## src/rtl/tick_gen.sv

```systemverilog
// -----------------------------------------------------------------------------
// tick_gen: NCH independent programmable tick channels.
//
// Each channel holds a WIDTH-bit counter q, an armed flag and a registered
// done bit. On every rising edge of clk, each channel applies the first rule
// that matches:
//   1. load: restart the channel.
//   2. enable while armed: count up, or wrap and raise done.
//   3. otherwise: hold q and clear done.
//
// The terminal compare uses q >= final_value. Lowering final_value below the
// running count therefore wraps on the next enabled edge, so the counter does
// not run on to its all-ones value.
//
// Optional feature macro: TICK_GEN_ONESHOT_EN
//   defined   : oneshot[i]=1 clears armed on the wrap edge. The channel then
//               parks at 0 until it sees a load.
//   undefined : every channel is periodic, the oneshot input is ignored,
//               armed is constant 1, and busy equals enable.
// -----------------------------------------------------------------------------
module tick_gen #(
    parameter int WIDTH = 8,
    parameter int NCH   = 4
) (
    input  logic                   clk,
    input  logic                   reset_n,
    input  logic [NCH-1:0]         enable,
    input  logic [NCH*WIDTH-1:0]   final_value,
    input  logic [NCH-1:0]         load,
    input  logic [NCH-1:0]         oneshot,
    output logic [NCH-1:0]         done,
    output logic [NCH-1:0]         busy,
    output logic [NCH*WIDTH-1:0]   count
);

    // Per-channel state. The packed layout matches the flat bus packing, so
    // channel i occupies bits [i*WIDTH +: WIDTH].
    logic [NCH-1:0][WIDTH-1:0] q_r;
    logic [NCH-1:0][WIDTH-1:0] q_nxt_s;
    logic [NCH-1:0][WIDTH-1:0] fv_s;
    logic [NCH-1:0]            done_r;
    logic [NCH-1:0]            done_nxt_s;
    logic [NCH-1:0]            armed_s;
    logic [NCH-1:0]            wrap_s;

    assign fv_s = final_value;

    // Wrap qualifier: the channel is counting and has reached or passed its
    // terminal value.
    always_comb begin
        wrap_s = {NCH{1'b0}};
        for (int i = 0; i < NCH; i++) begin
            if (enable[i] && armed_s[i] && (q_r[i] >= fv_s[i])) begin
                wrap_s[i] = 1'b1;
            end else begin
                wrap_s[i] = 1'b0;
            end
        end
    end

    // Counter and done next-state logic. Load beats enable, and enable beats
    // hold. The done bit is cleared on every edge that is not a wrap edge.
    always_comb begin
        q_nxt_s    = q_r;
        done_nxt_s = {NCH{1'b0}};
        for (int i = 0; i < NCH; i++) begin
            if (load[i]) begin
                q_nxt_s[i]    = {WIDTH{1'b0}};
                done_nxt_s[i] = 1'b0;
            end else if (enable[i] && armed_s[i]) begin
                if (wrap_s[i]) begin
                    q_nxt_s[i]    = {WIDTH{1'b0}};
                    done_nxt_s[i] = 1'b1;
                end else begin
                    q_nxt_s[i]    = q_r[i] + WIDTH'(1'b1);
                    done_nxt_s[i] = 1'b0;
                end
            end else begin
                q_nxt_s[i]    = q_r[i];
                done_nxt_s[i] = 1'b0;
            end
        end
    end

    // Counter and done registers. Reset clears them asynchronously, so no
    // pulse can appear on the release edge.
    always_ff @(posedge clk or negedge reset_n) begin
        if (!reset_n) begin
            q_r    <= {(NCH*WIDTH){1'b0}};
            done_r <= {NCH{1'b0}};
        end else begin
            q_r    <= q_nxt_s;
            done_r <= done_nxt_s;
        end
    end

`ifdef TICK_GEN_ONESHOT_EN
    logic [NCH-1:0] armed_r;
    logic [NCH-1:0] armed_nxt_s;

    // Armed next-state logic. Load re-arms the channel. A wrap disarms it
    // when oneshot is set at that wrap edge, which means a change of mode
    // only matters at the next wrap.
    always_comb begin
        armed_nxt_s = armed_r;
        for (int i = 0; i < NCH; i++) begin
            if (load[i]) begin
                armed_nxt_s[i] = 1'b1;
            end else if (wrap_s[i] && oneshot[i]) begin
                armed_nxt_s[i] = 1'b0;
            end else begin
                armed_nxt_s[i] = armed_r[i];
            end
        end
    end

    // Armed register. Reset leaves every channel armed.
    always_ff @(posedge clk or negedge reset_n) begin
        if (!reset_n) begin
            armed_r <= {NCH{1'b1}};
        end else begin
            armed_r <= armed_nxt_s;
        end
    end

    assign armed_s = armed_r;
`else
    // Periodic-only build: channels are permanently armed and the mode
    // select is not used. The reduction gives the input a named sink.
    logic oneshot_unused_s;

    assign armed_s          = {NCH{1'b1}};
    assign oneshot_unused_s = ^oneshot;
`endif

    assign done  = done_r;
    assign busy  = enable & armed_s;
    assign count = q_r;

endmodule
```

## config.mk

```make
export PLATFORM = sky130hd
export DESIGN_NAME = tick_gen
export DESIGN_NICKNAME = d
export VERILOG_FILES = /design/src/rtl/tick_gen.sv
export SDC_FILE = /design/constraint.sdc
export NUM_CORES = 1
export LEC_CHECK = 0
export CAP_MARGIN = 20
export CORE_ASPECT_RATIO = 1.75
export CORE_MARGIN = 1
export CORE_UTILIZATION = 35
export DETAILED_ROUTE_END_ITERATION = 8
export HOLD_SLACK_MARGIN = 0.03
export SLEW_MARGIN = 25
export SYNTH_ARGS = -nofsm -noshare
export SYNTH_HDL_FRONTEND = slang
export SYNTH_SLANG_ARGS = --single-unit
```

## constraint.sdc

```tcl
create_clock -name clk -period 2 [get_ports clk]
set_input_delay 0.6 -clock clk [delete_from_list [all_inputs] [get_ports clk]]
set_output_delay 0.6 -clock clk [all_outputs]
set_load 0.02 [all_outputs]
```

==> results.cfg <==
[logic_synthesis]
netlist.area_leader.share_pct = 30.47
synthArstFlopShare_pct = 100.0
syn_area_um2 = 2957
avgSynthCellArea_um2 = 8.987
synth_cells = 329
synth-seq-cells = 36
ys_top_cells_by_area = dfrtp_1 (30%), ha_1 (15%), inv_1 (4.8%)
yosysWarnings = 0
synth_edf_count = 0
yosysTopAreaCell = dfrtp_1
syn_nets = 411
synth_cell_types = 47
yosysSeqAreaShare_pct = 30.47
dominantRegCellSynth = dfrtp_1

[power_and_ir_drop]
vdd_drop_max_v = 0.0003406
internal-power_w = 0.001483
swShare_pct = 26.28
power_frac_clock_pct = 39.5
seqPwrFrac_pct = 37.6
p_per_area_nw_per_um2 = 434.5
p_leak_nw = 2.389
pwr-share-comb_pct = 22.9
net-switching-power_w = 0.0005287

[timing]
finalWorstSetupSlack_ns = -0.006054
fin_crit_ns = 2.006
max_freq_mhz = 498.5
grt_setup_unrepaired = yes
drv_slew = 0
worstMarginPinSlew_ns = 0.4591
finalSetupViolCount = 1
maxSlewHeadroom_pct = 69.40
post-route-period-util_pct = 100.3
hold_violations = 0
skew_ns = 0.005434

[run]
cap_violations = 0

[setup_path]
reg2reg_depth = 7
r2r-start = count[24]
start_kind = input pin
cp_max_fo = 5
crit_family = compound AO/OA/AOI/OAI gates
r2r_end = count[28]
regToRegSetupSlack_ns = 0.01
worstPathRequired_ns = 2.18
critPathBufInv = 2
critPathArrivalTime_ns = 2.19
slowest_delay_ns = 0.50
crit_type = input pin to flip-flop
endpoint_kind = flip-flop
cp_cell_sequence = clkdlybuf4s15_1 -> inv_2 -> ha_4 -> a41o_1 -> a21oi_2 -> o31a_1 -> or4b_4 -> o311ai_4
cp_slowest_cell = or4b_4

[detailed_routing]
ant_nets = 0
totalWireLength_mm = 8.236
route.vias.total = 2936
viasPerCell = 5.377
wl_per_cell_um = 15.08
drt_first_pass_iters = 4
drtIter0Drc = 139
drc = 0

[layout]
layout-drive-gt1-share_pct = 27.97
layoutNonFillerInstCount = 546
final_nets = 535
utilization_pct = 56.08
mostFrequentLayoutCells = buf_4 (45), dfrtp_1 (35), dlygate4sd2_1 (32)
finalInstanceArea_um2 = 4631
fillers = 765
regArea_um2 = 902.1
multiInputGateArea_um2 = 2166
final_common_cell = buf_4
diodes = 0
syn_to_final_growth_pct = 56.62

[global_route]
grt.busiest_layer = met2
use_met1_pct = 19.49
globalRouteOverflowTotal = 0
grt_pass1_vias = 3013
gr-usage-met2_pct = 39.82
grt_antenna_before_repair = 0
met3_usage_pct = 1.456
gr-usage-all-layers_pct = 19.29
grt_pass1_wl_mm = 13.57
grt_max_degree = 21

[cts]
cts_buffer_depth = 2
cts_root_buf = clkbuf_16
cts_sinks = 36
cts_tree = yes
hold_buffers = 0
cts_buffers = 5
htree_levels = 2
clk_pin_slew_worst_paths_ns = 0.06
clock_latency_ns = 0.28

[placement]
portBuffers = 81
dp_hpwl_mm = 6.040
finalWeightedCongestion = 0.7745
placed_area_um2 = 4208
dp.cells = 532

[floorplanning]
die_w_um = 71.48
start_util_pct = 35.80
rows = 44
die-area_um2 = 8833
boundaryPins = 86
die_h_um = 123.6
core_area_um2 = 8258

[status]
status = finished with violations
violations = setup timing

[hold_path]
min_path_type = input pin to async pin
-- per-layer routing --
| metal | wire length [um] | share of wire (%) |
|---|---|---|
| met5 | 0 | 0 |
| met4 | 146 | 1.8 |
| met3 | 197 | 2.4 |
| met2 | 4678 | 57 |
| met1 | 3213 | 39 |
-- worst max-delay path by stage --
stage | start | to | slack (ns) | cells past startpoint
6_report | final_value[29] | count[28] | -0.006 | 8
3_5_place_dp | final_value[16] | count[20] | -0.67 | 7
4_1_cts | count[16] | count[19] | -0.03 | 7
5_1_grt | count[24] | count[28] | -0.08 | 7
2_1_floorplan | final_value[7] | count[7] | 0.007 | 8
3_3_place_gp | final_value[24] | count[28] | -0.62 | 7
-- cells in the mapped netlist (3+ instances only) --
cell type  instances
inv_1             38
dfrtp_1           36
ha_1              36
nand2b_1          22
nor2_1            21
a21oi_1           20
nand3_1           15
o21ai_0           13
and3_1            11
nand2_1           10
and2_1             8
nand4_1            8
buf_4              7
clkbuf_1           7
nor3b_1            7
o221ai_1           5
a21o_1             4
mux2i_1            4
nor2b_1            4
nor4b_1            4
o21a_1             4
o311ai_1           4
or4b_1             4
a41o_1             3
-- worst register-to-register path: stages (launching register included) --
cell,delay (ns)
dfrtp_1,0.38
inv_2,0.08
ha_4,0.19
nand2b_4,0.14
a2111oi_4,0.27
o31a_1,0.26
or4b_4,0.50
o311ai_4,0.08
-- cells by family (layout without fill, tap and decap cells) --
group,Yosys count,after routing,share of synthesized area (%)
AO/OA/AOI/OAI,77,78,20.40
buffers and inverters,53,177,7.618
multiplexers,5,5,1.735
adder cells (fa/ha/maj),36,36,15.23
AND/OR/NAND/NOR,122,122,24.55
flip-flops,36,36,30.47
-- what timing repair did --
item,in CTS,in global routing
resized for setup,108,35
gates cloned,1,1
pin swaps,41,24
setup endpoints to repair,49,34
buffers inserted,4,0
-- power by group through the flow --
stage | registers, W | logic, W | clock network, W
after floorplan | 0.000792 | 0.000193 | 0
after CTS | 0.000757 | 0.000457 | 0.000815
after detailed placement | 0.000768 | 0.000440 | 0
final | 0.000757 | 0.000460 | 0.000795
after global routing | 0.000759 | 0.000508 | 0.000837
after global placement | 0.000768 | 0.000432 | 0
-- per-stage QoR --
step | setup slack (ns) | hold slack (ns) | setup TNS, ns | total power, W
2_1_floorplan | 0.006623 | 0.3044 | 0 | 0.0009852
3_3_place_gp | -0.6199 | 0.5630 | -18.75 | 0.001200
3_5_place_dp | -0.6715 | 0.5631 | -19.72 | 0.001209
4_1_cts | -0.03079 | 0.2729 | -0.09708 | 0.002029
5_1_grt | -0.08070 | 0.2938 | -0.2387 | 0.002104
6_report | -0.006054 | 0.2601 | -0.006054 | 0.002012
-- layout make-up --
cell class	instances	area share, %
multi-input cells	241	46.77
repair buffers	131	25.02
flip-flops and latches	36	19.48
clock buffers	8	3.161
inverters	38	3.080
well taps	92	2.486
-- flip-flops by register name (all words and copies together) (netlist names) --
register	count
count	32
done	4
No activity file was read; power rests on OpenSTA's default activity.
